<file path="config.mk">
export PLATFORM = sky130hd
export DESIGN_NAME = rom_arbiter
export DESIGN_NICKNAME = d
export VERILOG_FILES = /design/src/rtl/rom_arbiter.sv
export SDC_FILE = /design/constraint.sdc
export NUM_CORES = 1
export LEC_CHECK = 0
export CORE_UTILIZATION = 35
export DETAILED_ROUTE_END_ITERATION = 8
export PLACE_DENSITY_LB_ADDON = 0.12
export SETUP_SLACK_MARGIN = 0.3
export SLEW_MARGIN = 20
export SYNTH_ARGS = -nofsm -noshare
export SYNTH_HDL_FRONTEND = slang
export SYNTH_SLANG_ARGS = --single-unit
</file>
<file path="constraint.sdc">
create_clock -name clk -period 4.7 [get_ports clk]
set_clock_uncertainty 0.2 [all_clocks]
set_input_delay 0.47 -clock clk [delete_from_list [all_inputs] [get_ports clk]]
set_output_delay 0.47 -clock clk [all_outputs]
set_load 0.03 [all_outputs]
</file>
<file path="src/rtl/rom_arbiter.sv">
// Two-port (instruction fetch / data read) arbiter in front of a synchronous byte-wide ROM.
// Each grant reads 3 or 2 consecutive bytes one per cycle and returns them as a single response.
module rom_arbiter #(
  parameter int          SIZE    = 2048,
  parameter logic [15:0] ROMBASE = 16'h4000
) (
  input  logic        clk,
  input  logic        reset,
  input  logic        i_req,
  input  logic [15:0] i_addr,
  output logic        i_ready,
  output logic [23:0] i_data,
  output logic        i_valid,
  input  logic        d_req,
  input  logic [15:0] d_addr,
  output logic        d_ready,
  output logic [15:0] d_data,
  output logic        d_valid,
  output logic        mem_rd,
  output logic [15:0] mem_addr,
  input  logic [7:0]  mem_data
);

  typedef enum logic [1:0] {IDLE, ISSUE, DRAIN, RESP} state_e;

  state_e      state_q, state_d;
  logic        iPend_q, dPend_q;
  logic [15:0] iAddr_q, dAddr_q;
  logic        sel_q, sel_d;
  logic        lastGrant_q, lastGrant_d;
  logic [1:0]  cnt_q, cnt_d;
  logic        capEn_q, capRd_q;
  logic [1:0]  capIdx_q;
  logic [23:0] buf_q, bufNext;
  logic [23:0] iData_q;
  logic [15:0] dData_q;

  logic        iXfer, dXfer;
  logic [15:0] selAddr, byteAddr, memOff;
  logic [1:0]  lastIdx;
  logic        inRange;
  logic [7:0]  capByte;

  assign i_ready  = !iPend_q;
  assign d_ready  = !dPend_q;
  assign iXfer    = i_req && !iPend_q;
  assign dXfer    = d_req && !dPend_q;
  assign i_data   = iData_q;
  assign d_data   = dData_q;
  assign i_valid  = (state_q == RESP) && !sel_q;
  assign d_valid  = (state_q == RESP) && sel_q;

  // sel_q = 1 means the data port owns the current transaction
  assign selAddr  = sel_q ? dAddr_q : iAddr_q;
  assign lastIdx  = sel_q ? 2'd1 : 2'd2;
  assign byteAddr = selAddr + {14'b0, cnt_q};
  assign memOff   = byteAddr - ROMBASE;
  assign inRange  = {1'b0, memOff} < 17'(SIZE);
  assign mem_addr = memOff;
  assign mem_rd   = (state_q == ISSUE) && inRange;

  // Out-of-range bytes were never read, so they are captured as zero
  assign capByte  = capRd_q ? mem_data : 8'h00;

  always_comb begin
    bufNext = buf_q;
    if (capEn_q) begin
      case (capIdx_q)
        2'd0:    bufNext[7:0]   = capByte;
        2'd1:    bufNext[15:8]  = capByte;
        default: bufNext[23:16] = capByte;
      endcase
    end
  end

  always_comb begin
    state_d     = state_q;
    sel_d       = sel_q;
    lastGrant_d = lastGrant_q;
    cnt_d       = cnt_q;
    case (state_q)
      IDLE: begin
        if (iPend_q && dPend_q) begin
          sel_d = !lastGrant_q;
        end else if (iPend_q) begin
          sel_d = 1'b0;
        end else if (dPend_q) begin
          sel_d = 1'b1;
        end
        if (iPend_q || dPend_q) begin
          lastGrant_d = sel_d;
          cnt_d       = 2'd0;
          state_d     = ISSUE;
        end
      end
      ISSUE: begin
        if (cnt_q == lastIdx) begin
          cnt_d   = 2'd0;
          state_d = DRAIN;
        end else begin
          cnt_d = cnt_q + 2'd1;
        end
      end
      DRAIN:   state_d = RESP;
      default: state_d = IDLE;
    endcase
  end

  always_ff @(posedge clk or posedge reset) begin
    if (reset) begin
      state_q     <= IDLE;
      iPend_q     <= 1'b0;
      dPend_q     <= 1'b0;
      iAddr_q     <= 16'h0000;
      dAddr_q     <= 16'h0000;
      sel_q       <= 1'b0;
      lastGrant_q <= 1'b1;
      cnt_q       <= 2'd0;
      capEn_q     <= 1'b0;
      capRd_q     <= 1'b0;
      capIdx_q    <= 2'd0;
      buf_q       <= 24'h0;
      iData_q     <= 24'h0;
      dData_q     <= 16'h0;
    end else begin
      state_q     <= state_d;
      sel_q       <= sel_d;
      lastGrant_q <= lastGrant_d;
      cnt_q       <= cnt_d;
      capEn_q     <= (state_q == ISSUE);
      capRd_q     <= mem_rd;
      capIdx_q    <= cnt_q;
      buf_q       <= bufNext;
      if (iXfer) begin
        iPend_q <= 1'b1;
        iAddr_q <= i_addr;
      end else if (i_valid) begin
        iPend_q <= 1'b0;
      end
      if (dXfer) begin
        dPend_q <= 1'b1;
        dAddr_q <= d_addr;
      end else if (d_valid) begin
        dPend_q <= 1'b0;
      end
      // The final byte lands during DRAIN, so the response is built from bufNext
      if (state_q == DRAIN) begin
        if (sel_q) dData_q <= bufNext[15:0];
        else       iData_q <= bufNext;
      end
    end
  end

endmodule

</file>
Yosys cells after proc, flatten, opt, wreduce, memory -nomap -nowiden
Index checks and enable logic that the tools add are counted.
{"block": "word_totals", "wordCells": 68, "output_inout_bits": 61, "register_bits": 108}
{"block": "op_classes", "add_sub_neg": 3, "n_bitwise": 1, "eq_ne": 7, "muxes": 20, "magnitude_cmp": 1, "reduce_logical": 22}
{"op": "two-way mux 8 bit", "n": 4}
{"op": "two-way mux 24 bit", "n": 1}
{"op": "adder 16 x 2 -> 16 bit", "n": 1}
{"op": "< comparator 16 x 12 -> 1 bit (second input constant)", "n": 1}
{"op": "two-way mux 16 bit", "n": 1}
{"op": "subtractor 16 x 15 -> 16 bit (second input constant)", "n": 1}
{"op": "two-way mux 2 bit", "n": 5}
{"op": "AND reduction 2 bit", "n": 5}
{"op": "two-way mux 1 bit", "n": 7}
{"op": "logical AND 1 bit", "n": 6}
{"op": "one-hot mux 2 bit (3 select lines)", "n": 1}
{"op": "nonzero test 2 bit", "n": 3}
{"op": "equality test 2 x 1 -> 1 bit (second input constant)", "n": 2}
{"op": "equality test 2 bit (second input constant)", "n": 2}
{"op": "zero test 1 bit", "n": 4}
{"op": "zero test 2 bit", "n": 2}
{"op": "one-hot mux 2 bit (2 select lines)", "n": 1}
{"op": "adder 2 x 1 -> 2 bit (second input constant)", "n": 1}
{"op": "equality test 2 bit", "n": 1}
{"op": "!= test 2 x 1 -> 1 bit (second input constant)", "n": 1}
{"op": "!= test 2 bit (second input constant)", "n": 1}
{"op": "OR reduction 2 bit", "n": 1}
{"op": "logical OR 1 bit", "n": 1}
{"op": "NOT 1 bit", "n": 1}

Depth between registers and ports, before layout
{"block": "depth", "word_depth": 5, "depth_mapped": 13}

Worst setup path after synthesis
OpenSTA, ideal clock, no wires.
{"block": "synth_timing", "kind": "reg-to-output", "start": "reg sel_q", "end": "out mem_rd", "path_stages_with_launch": 14, "t_required_ns": 4.030, "slack_ns": 0.503, "arrival_ns": 3.527, "path_cell_list": "dfrtp_1 > buf_6 > buf_6 > buf_6 > buf_2 > buf_2 > mux2_2 > ha_1 > inv_1 > fa_1 > nor4_4 > and3_4 > xnor2_1 > a2111oi_2"}
{"block": "synth_between", "elab_chain_cells": 5}
{"item": "start: declaration", "line_no": "29", "source": "logic sel_q, sel_d;"}
{"item": "start signal: assignment", "line_no": "127", "source": "sel_q <= sel_d;"}
{"item": "two-way mux 16 bit", "line_no": "54", "source": "assign selAddr = sel_q ? dAddr_q : iAddr_q;"}
{"item": "adder 16 x 2 -> 16 bit", "line_no": "56", "source": "assign byteAddr = selAddr + {14'b0, cnt_q};"}
{"item": "subtractor 16 x 15 -> 16 bit", "line_no": "57", "source": "assign memOff = byteAddr - ROMBASE;"}
{"item": "named net mem_addr[14]", "line_no": "20", "source": "output logic [15:0] mem_addr,"}
{"item": "< comparator 16 x 12 -> 1 bit", "line_no": "58", "source": "assign inRange = {1'b0, memOff} < 17'(SIZE);"}
{"item": "logical AND 1 bit", "line_no": "60", "source": "assign mem_rd = (state_q == ISSUE) && inRange;"}
{"item": "end: declaration", "line_no": "19", "source": "output logic mem_rd,"}
The timed path passes the listed nets, and every way through them passes these cells.

Worst setup path in the final report
{"block": "layout_timing", "start": "reg sel_q", "end": "out mem_addr[10]"}
{"block": "layout_between", "elab_chain_cells": 3}
{"item": "two-way mux 16 bit", "line_no": "54"}
{"item": "adder 16 x 2 -> 16 bit", "line_no": "56"}
{"item": "subtractor 16 x 15 -> 16 bit", "line_no": "57"}
{"item": "end: declaration", "line_no": "20"}
Every way passes these cells.

==> impl_metrics.ini <==
[outcome]
status = completed

[flow_run]
cap_violations = 0

[power_and_ir_drop]
p_leak_nw = 2.76
power.total_mw = 4.34
ir_drop_mv = 0.431
powerDensity_nw_per_um2 = 688

[logic_synthesis]
synthFlopType = dfrtp_1
synth-edff-count = 0
ys_ff_latch = 108
synth_cell_type_count = 45
synthCells = 435
netlist_area_um2 = 4830
ys_seq_area_frac = 0.560
synthArstFlopShare = 1.00
yosys_warnings = 0
synthesis.nets = 487
syn_avg_cell_area_um2 = 11.1

[setup_path]
path_depth = 8
critPathBufInv = 2
max_stage_delay_ns = 0.70
reg2reg_depth = 7
critPathArrivalTime_ns = 3.44
crit_top_cell = mux2i_1
crit_slowest_cell = clkdlybuf4s50_1
end_kind = output pin
critPathTopFamily = buffers and inverters
path_class = reg -> out
crit_fanout = 40
start_kind = flip-flop
critPathRequiredTime_ns = 4.03
cp_cell_sequence = buf_4 > mux2i_1 > fa_1 > nor4_4 > nand3_1 > xor2_1 > mux2i_1 > clkdlybuf4s50_1

[global_route]
antenna_found_initial = 0
grt_use_total = 0.165
grt_pass1_wl_mm = 18.2
grt_pass1_vias = 3513
grt_max_degree = 78
grt_overflow = 0

[clock_tree]
cts_tree = yes
clock_path_buffers = 2
cts.sinks = 108
cts_setup_buffers = 0
ctsHtreeMaxLevel = 3
cts.root.buffer_cell = clkbuf_16
clk_pin_slew_worst_paths_ns = 0.08
ctsHoldBuffers = 0
cts_resized = 0
cts_buffers = 9
clock_latency_ns = 0.35

[floorplanning]
ios = 105
chipHeight_um = 120
core_um2 = 13300
die_w_um = 120
initial_core_util = 0.362
row_count = 42
dieArea_um2 = 14300

[drt]
detail_route.wl_per_cell_um = 15.2
vias = 3337
dr.pass1.iters = 4
wl_mm = 10.8
vias_per_cell = 4.68
ant_nets = 0
drt_iter0_markers = 150
drcViolationCount = 0

[layout]
fin_util = 0.473
drive_gt1_frac = 0.145
nets = 585
layout_common_cells = dfrtp_1, clkdlybuf4s50_1, nand2_1, mux2_2, a21oi_1
synthToLayoutAreaGrowth_pct = 30.5
stdcell_count = 713
antenna_cells = 0
final_common_cell = dfrtp_1

[min_path]
hold_class = reg -> reg
min_path_cells = 2

[timing]
fin_crit_ns = 4.11
relSlewSlack = 0.369
setup-tns-final_ns = 0
fin_crit_sh = 0.874
fmax_mhz = 243
hold_viol = 0
setup_violations = 0
finalMaxSlewViolations = 0
rsz0062_at_grt = false
worstMarginPinSlew_ns = 0.947

[placement]
gp_congestion = 0.808
port_buffers = 104
dp_hpwl_mm = 7.77
dp_cells = 698
-- tightest hold or removal path: stages, from the launching register on --
cell and delay (ns):
dfrtp_1 0.34, nand2_1 0.05, o21ai_0 0.06
-- cells by family after synthesis --
logic type / share of synthesized area
AND/OR/NAND/NOR: 0.118
flip-flops: 0.560
AO/OA/AOI/OAI: 0.104
multiplexers: 0.128
buffers and inverters: 0.0427
XOR/XNOR: 0.0254
adder cells (fa/ha/maj): 0.0223
-- cell type report --
cell class	instances	area (um^2)
clock inverters	5	45.0
fillers	1284	7040
well taps	176	220
clock buffers	10	239
inverters	26	100
multi-input cells	279	1920
repair buffers	109	1080
flip-flops and latches	108	2700
-- where the power goes --
group	internal (mW)	leakage (nW)	switching, mW
Clock	0.379	0.137	0.351
Combinational	0.928	1.25	1.21
Sequential	1.23	1.38	0.238
-- metal layers --
layer | vias up | wire length [um] | GRT usage
met5 | - | 0 | 0
met4 | 0 | 180 | 0.0680
met3 | 10 | 494 | 0.0380
met2 | 79 | 5100 | 0.267
met1 | 1592 | 5040 | 0.214
li1 | 1656 | - | -
-- synth_stat cells, types with 3 or more instances --
master,instances,area share
nor2_1,37,0.029
ha_1,7,0.018
o21ai_0,29,0.030
o21bai_1,3,0.0047
buf_6,3,0.0070
nand2_1,45,0.035
clkbuf_1,15,0.012
nand2b_1,3,0.0039
and2_1,3,0.0039
mux2i_1,12,0.025
xnor2_1,7,0.013
inv_1,26,0.020
xor2_1,7,0.013
nand3_1,9,0.0093
a31oi_1,3,0.0039
dfrtp_1,107,0.55
mux2_2,41,0.096
a21oi_1,38,0.039
nand3b_1,3,0.0047
buf_2,3,0.0031
nor2b_1,6,0.0078
-- path summary, 6_finish.rpt --
kind                                   startpoint                 endpoint  slack, ns
max in group asynchronous                   reset      buf_q[15]$_DFF_PP0_       2.82
min in group asynchronous                   reset  dAddr_q[13]$_DFFE_PP0P_       0.49
hold / removal             i_data[13]$_DFFE_PP0P_   i_data[13]$_DFFE_PP0P_       0.28
setup reg to reg                sel_q$_DFFE_PP0P_        capRd_q$_DFF_PP0_       1.68
hold reg to reg            i_data[13]$_DFFE_PP0P_   i_data[13]$_DFFE_PP0P_       0.28
setup / recovery                sel_q$_DFFE_PP0P_             mem_addr[10]       0.59
-- sequential cells by signal (all words and copies together), names as in the netlist --
name and count:
state_q 2, dAddr_q 16, cnt_q 2, iAddr_q 16, iPend_q 1, capEn_q 1, capIdx_q 2, lastGrant_q 1
i_data 24, sel_q 1, capRd_q 1, d_data 16, buf_q 24, dPend_q 1
-- through the flow --
step                area, um^2  hold slack (ns)  setup WS (ns)
floorplan                 4830            0.247          0.503
global placement          6020            0.261          0.990
detailed placement        6020            0.273          0.986
CTS                       6310            0.291          0.573
global route              6310            0.314          0.330
finish                    6310            0.281          0.590
Power figures use the tool's default switching activity.
==> edit 1 (same flow settings) <==
Make the reset (`reset`) synchronous in one clocked block.
--- a/src/rtl/rom_arbiter.sv
+++ b/src/rtl/rom_arbiter.sv
@@ -108,3 +108,3 @@
 
-  always_ff @(posedge clk or posedge reset) begin
+  always_ff @(posedge clk) begin
     if (reset) begin
Formal check against the unedited RTL: differs if reset is asserted again (counterexample within 4 cycles, from zero or initial values and one cycle with reset high); with reset held inactive, the same outputs for 10 cycles.
==> edit 1 against the unedited design <==
- setup slack improved by 120 ps
- wire length is 3.7% higher
- cell area fell by 6.1%
- register-to-register slack improved by 70 ps
- critical path depth grew 1
- sequential cell count stayed put
- area after synthesis shrank 7.8%
- die area is 7.7% lower
- non-clock buffer count did not move
- maximum frequency increased by 3.0%
- critical path type unchanged
- critical endpoint unchanged
- largest cell class unchanged
Power is not compared: it rests on default switching activity, and its combinational part moved more than twofold at a synthesized area within 25%.
==> edit 1: results (changes against the unedited design) <==
stage	metric	value	unit	change
drt	DR WL/cell	14.05	µm	-7.3%
cells_and_area	Ant. Diodes	0		unchanged
synthesis	YS warnings	0		unchanged
clocking	clk_lat worst skew	350	ps	about the same
drt	Vias	3850		+15%
timing	slew margin rel.	31.71	%	-5.2 points
synthesis	Synth cell types	39		-13%
worst_setup_path	Crit Reg-Reg Startpoint	sel_q		
synthesis	post-synthesis sequential area ratio	48.54	%	-7.4 points
grt	global-route wire length before repair	17710	µm	-2.6%
cells_and_area	layout cells sized above 1	5.087	%	-9.4 points
worst_hold_path	Hold Crit Depth	2		unchanged
placed_design	Setup WS pre-CTS	889.7	ps	-96.06 ps
clocking	setup bufs post-CTS	0		unchanged
grt	pin count of the biggest net entering global routing	108		+38%
placed_design	GP Congestion	0.8189		+1.3%
placed_design	DP HPWL	7693	µm	-0.97%
synthesis	Post-synth ARST share	0	%	-100 points
grt	vias in the first global route	3624		+3.2%
pwr	Leakage	1.999	nW	
clocking	root buf cell	clkbuf_16		
cells_and_area	Final Net Count	676		+16%
pwr	switching part of the total power	34.49	%	
grt	gr ovfl total	0		unchanged
drt	drt pass-1 iters	4		unchanged
worst_hold_path	Hold EP	dAddr_q[0]		
worst_hold_path	worst hold-check path type	reg -> reg		
pwr	worst vdd ir	0.1723	mV	
worst_setup_path	reg-to-reg slack, setup	1750	ps	+70 ps
worst_setup_path	Worst Path Arrival	3320	ps	-120 ps
clocking	Worst-path clk slew	70	ps	
worst_setup_path	maximum net fanout on the critical path	18		-55%
clocking	Clock Path Buffers	2		unchanged
run_status	status	complete, no violations		
placed_design	Placed Cells	780		+12%
clocking	cts bufs inserted	9		unchanged
worst_hold_path	Worst Min Path Start	dAddr_q[0]		
drt	DRC viols	0		unchanged
grt	initial antenna violation count	0		unchanged
grt	GRT Util Overall	17.50	%	+0.95 points
synthesis	Post-Syn Instances	541		+24%
synthesis	Synth area leaders	dfxtp_1 (49%), nor2_1 (8.6%), nand2_1 (7.4%), a21oi_1 (7.3%), a211oi_1 (7.2%)		
synthesis	Syn Nets	593		+22%
placed_design	Port-buffer cells	104		unchanged
clocking	H-tree levels	3		unchanged
synthesis	top post-synthesis cells by count	dfxtp_1 (108), nor2_1 (102), nand2_1 (88)		
drt	initial DRC count	169		+13%
drt	vias per cell	4.831		+3.2%
worst_setup_path	R2R depth	9		+2
worst_setup_path	Worst R2R End	capRd_q		
[edit 1: changes by cell type in the layout (fill, tap and decap cells not counted), moves of 2 or more]
cell / change
a211oi_1: +41
clkinv_4: -2
xor2_1: +3
inv_1: -17
a21oi_1: +27
dfrtp_1: -107
mux2_2: -39
nor2_1: +65
nand2_1: +43
and2_2: -2
o21ai_0: -25
nand2b_1: -3
dfxtp_1: +108
o21bai_1: -2
[edit 1: power by group through the flow]
stage          sequential (mW)  clock, mW  combinational [mW]
2_1_floorplan             1.26          0               0.395
3_3_place_gp              1.12          0               0.838
3_5_place_dp              1.13          0               0.849
4_1_cts                   1.10      0.753               0.851
5_1_grt                   1.12      0.796               0.923
6_report                  1.10      0.736               0.851
[edit 1: logic make-up (layout without fill, tap and decap cells)]
group                      after synthesis  in the layout  synth area share, %
adders and majority gates                8              8                2.416
buffers and inverters                   45            133                4.017
xor gates and xnor gates                16             16                3.146
and+or+nand+nor                        227            227                21.43
muxes                                   15             15                3.427
DFF                                    108            108                48.54
AOI/OAI and AO/OA                      122            122                17.02
[edit 1: worst max-delay path by stage]
stage	from	endpoint	slack (ps)	cells after the start
after floorplan	sel_q	mem_rd	310	14
after global placement	sel_q	mem_rd	990	10
after detailed placement	sel_q	mem_rd	890	10
after CTS	sel_q	mem_rd	520	10
after global routing	sel_q	mem_addr[13]	490	9
final	sel_q	mem_addr[10]	710	9
[edit 1: timing repair]
| item | in CTS | in global routing |
|---|---|---|
| resized for setup | 0 | 1 |
| hold buffers | 0 | 0 |
| setup endpoints to repair | 0 | 1 |
[edit 1: metrics by stage]
step	power, mW	hold slack (ps)	area (µm²)
finish	2.691	256.9	5922
global route	2.836	282.3	5922
CTS	2.709	255.4	5888
detailed placement	1.974	245.5	5602
global placement	1.959	241.3	5602
floorplan	1.658	232.9	4454
[edit 1: area by class of cell]
cell class              count  area (µm²)
inverters                   8       30.03
flip-flops and latches    108        2162
repair buffers            109        1106
clock inverters             5       43.79
clock buffers              11       242.7
fillers                  1229        6290
well taps                 168       210.2
multi-input cells         388        2127
[edit 1: layer usage]
metal	global-route usage (%)	vias to the layer above	part of all wire (%)	wire length [µm]
met2	26.02	85	43	4774
met1	24.24	1761	51	5728
met3	4.428	16	4.3	487
met5	0	-	0	0
li1	-	1988	-	-
met4	7.013	0	1.9	210
[edit 1: critical path, stage by stage, from the launching register on]
cell             delay (ps)
dfxtp_1                 350
buf_4                   240
mux2i_1                 150
fa_1                    470
nor4_2                  350
and2_1                  340
nand2_1                 110
xor2_1                  140
mux2i_1                 130
clkdlybuf4s50_1         680
==> edit 2 (same flow settings) <==
Without the edit above. The parameter `SIZE` goes from 2048 to 1536.
--- a/src/rtl/rom_arbiter.sv
+++ b/src/rtl/rom_arbiter.sv
@@ -3,3 +3,3 @@
 module rom_arbiter #(
-  parameter int          SIZE    = 2048,
+  parameter int          SIZE    = 1536,
   parameter logic [15:0] ROMBASE = 16'h4000
Function: changed (Yosys sat finds a counterexample within 4 cycles, from zero or initial values and one cycle with reset high).
==> edit 2 against the unedited design <==
- area after synthesis fell by 0.44%
- core utilization barely moved
- setup slack got worse by 25 ps
- sequential cell count did not move
- power fell by 0.58%
- wire length rose by 0.86%
- maximum frequency fell by 0.61%
- cell area barely moved
- highest routed layer unchanged
- via count rose by 1.8%
==> edit 2: results (changes against the unedited design) <==
stage	metric	value	unit	change
run_status	status	complete, no violations		
pwr	worst vdd ir	0.3244	mV	-25%
drt	drt pass-1 iters	4		unchanged
worst_hold_path	Worst Min Path Start	i_data[8]		
timing	Least-Margin Pin Slew	1061	ps	+114.0 ps
clocking	Clock Path Buffers	2		unchanged
worst_setup_path	reg-to-reg slack, setup	1530	ps	-150 ps
cells_and_area	Final Net Count	586		+0.17%
worst_setup_path	maximum net fanout on the critical path	10		-75%
clocking	root buf cell	clkbuf_16		
grt	pin count of the biggest net entering global routing	88		+13%
synthesis	Synth cell types	45		unchanged
grt	GRT Util Overall	16.67	%	+0.12 points
grt	vias in the first global route	3519		+0.17%
worst_hold_path	Hold Crit Depth	2		unchanged
synthesis	top post-synthesis cells by count	dfrtp_1 (107), nand2_1 (47), mux2_2 (43)		
drt	initial DRC count	178		+19%
grt	global-route wire length before repair	18120	µm	-0.30%
clocking	H-tree levels	3		unchanged
worst_setup_path	R2R depth	9		+2
worst_hold_path	worst hold-check path type	reg -> reg		
placed_design	Port-buffer cells	104		unchanged
placed_design	DP HPWL	8021	µm	+3.2%
synthesis	Post-synth ARST share	100.0	%	unchanged
pwr	Leakage	2.786	nW	+0.76%
drt	vias per cell	4.750		+1.5%
clocking	clk_lat worst skew	350	ps	about the same
clocking	post-CTS resize count	0		unchanged
clocking	setup bufs post-CTS	0		unchanged
synthesis	Post-synth EDFFs	0		unchanged
clocking	cts bufs inserted	9		unchanged
drt	met2 WL	5405	µm	+6.1%
drt	routed wl met3	637	µm	+29%
cells_and_area	Ant. Diodes	0		unchanged
drt	DR WL/cell	15.24	µm	+0.58%
pwr	Pint	2.517	mW	-0.84%
synthesis	Syn Nets	488		+0.21%
placed_design	GP Congestion	0.8324		+3.0%
synthesis	Synth area leaders	dfrtp_1 (56%), mux2_2 (10%), a21oi_1 (4.2%), nand2_1 (3.7%), nor2_1 (2.8%)		
worst_setup_path	Crit Reg-Reg Startpoint	sel_q		
grt	initial antenna violation count	0		unchanged
cells_and_area	layout cells sized above 1	14.29	%	-0.24 points
drt	Metal-1 WL	4615	µm	-8.3%
worst_hold_path	Hold EP	i_data[8]		
worst_setup_path	Worst Path Arrival	3460	ps	+20 ps
synthesis	post-synthesis sequential area ratio	56.20	%	+0.25 points
-- edit 2: cell count changes after synthesis, sizes merged, moves of 2 or more --
cell,change
and3,+2
nand3b,+2
and2,-2
o21ai,-2
a21oi,+2
mux2,+2
nand2,+2
-- edit 2: how the worst max path moves through the flow --
stage / endpoint / cells past startpoint / start
after floorplan: mem_rd / 13 / sel_q
after global placement: mem_addr[10] / 9 / sel_q
after detailed placement: mem_addr[10] / 9 / sel_q
after CTS: mem_addr[10] / 9 / sel_q
after global routing: mem_addr[10] / 9 / sel_q
final: mem_addr[10] / 9 / sel_q
-- edit 2: final cells by class --
cell class                      instances  area, µm²
Sequential cell                       108       2704
Multi-Input combinational cell        280       1918
Clock inverter                          6      56.30
Timing Repair Buffer                  109       1076
Tap cell                              176      220.2
Fill cell                            1268       7042
Inverter                               26      102.6
Clock buffer                           10      229.0
-- edit 2: critical path, stage by stage, from the launching register on --
cell	delay (ps)
dfrtp_1	480
mux2_2	260
ha_1	160
inv_1	60
fa_1	450
a211oi_4	350
nand3_1	130
xor2_1	160
mux2i_1	320
clkdlybuf4s50_1	750
-- edit 2: power by group through the flow --
stage,combinational [mW],sequential (mW),clock [mW]
floorplan,1.27,1.59,0
global placement,2.13,1.48,0
detailed placement,2.15,1.49,0
CTS,2.16,1.47,0.759
global route,2.29,1.52,0.796
finish,2.12,1.47,0.723
-- edit 2: cell families (layout without fill, tap and decap cells) --
kind of cell,count (synthesis),count (layout),synth area share [%]
mux,56,56,13.21
xor+xnor,13,13,2.367
flops,108,108,56.20
compound gates,84,84,10.27
fa+ha+maj,8,8,2.237
buf+inv,48,151,4.083
simple gates,119,119,11.63
-- edit 2: through the flow --
stage                     hold slack [ps]  cells  area [µm²]  power [mW]  setup slack [ps]
final                               278.3    715        6306       4.315             565.3
after global routing                300.3    715        6306       4.605             331.9
after global placement              263.1    699        6018       3.606              1002
after CTS                           286.7    715        6304       4.386             539.7
after detailed placement            269.6    699        6018       3.635             945.7
after floorplan                     246.9    436        4820       2.864             314.2
-- edit 2: layer usage --
metal / track usage [%] / up-vias
met5: 0 / -
met4: 6.013 / 0
met3: 5.460 / 17
met2: 27.65 / 111
met1: 20.14 / 1607
li1: - / 1661
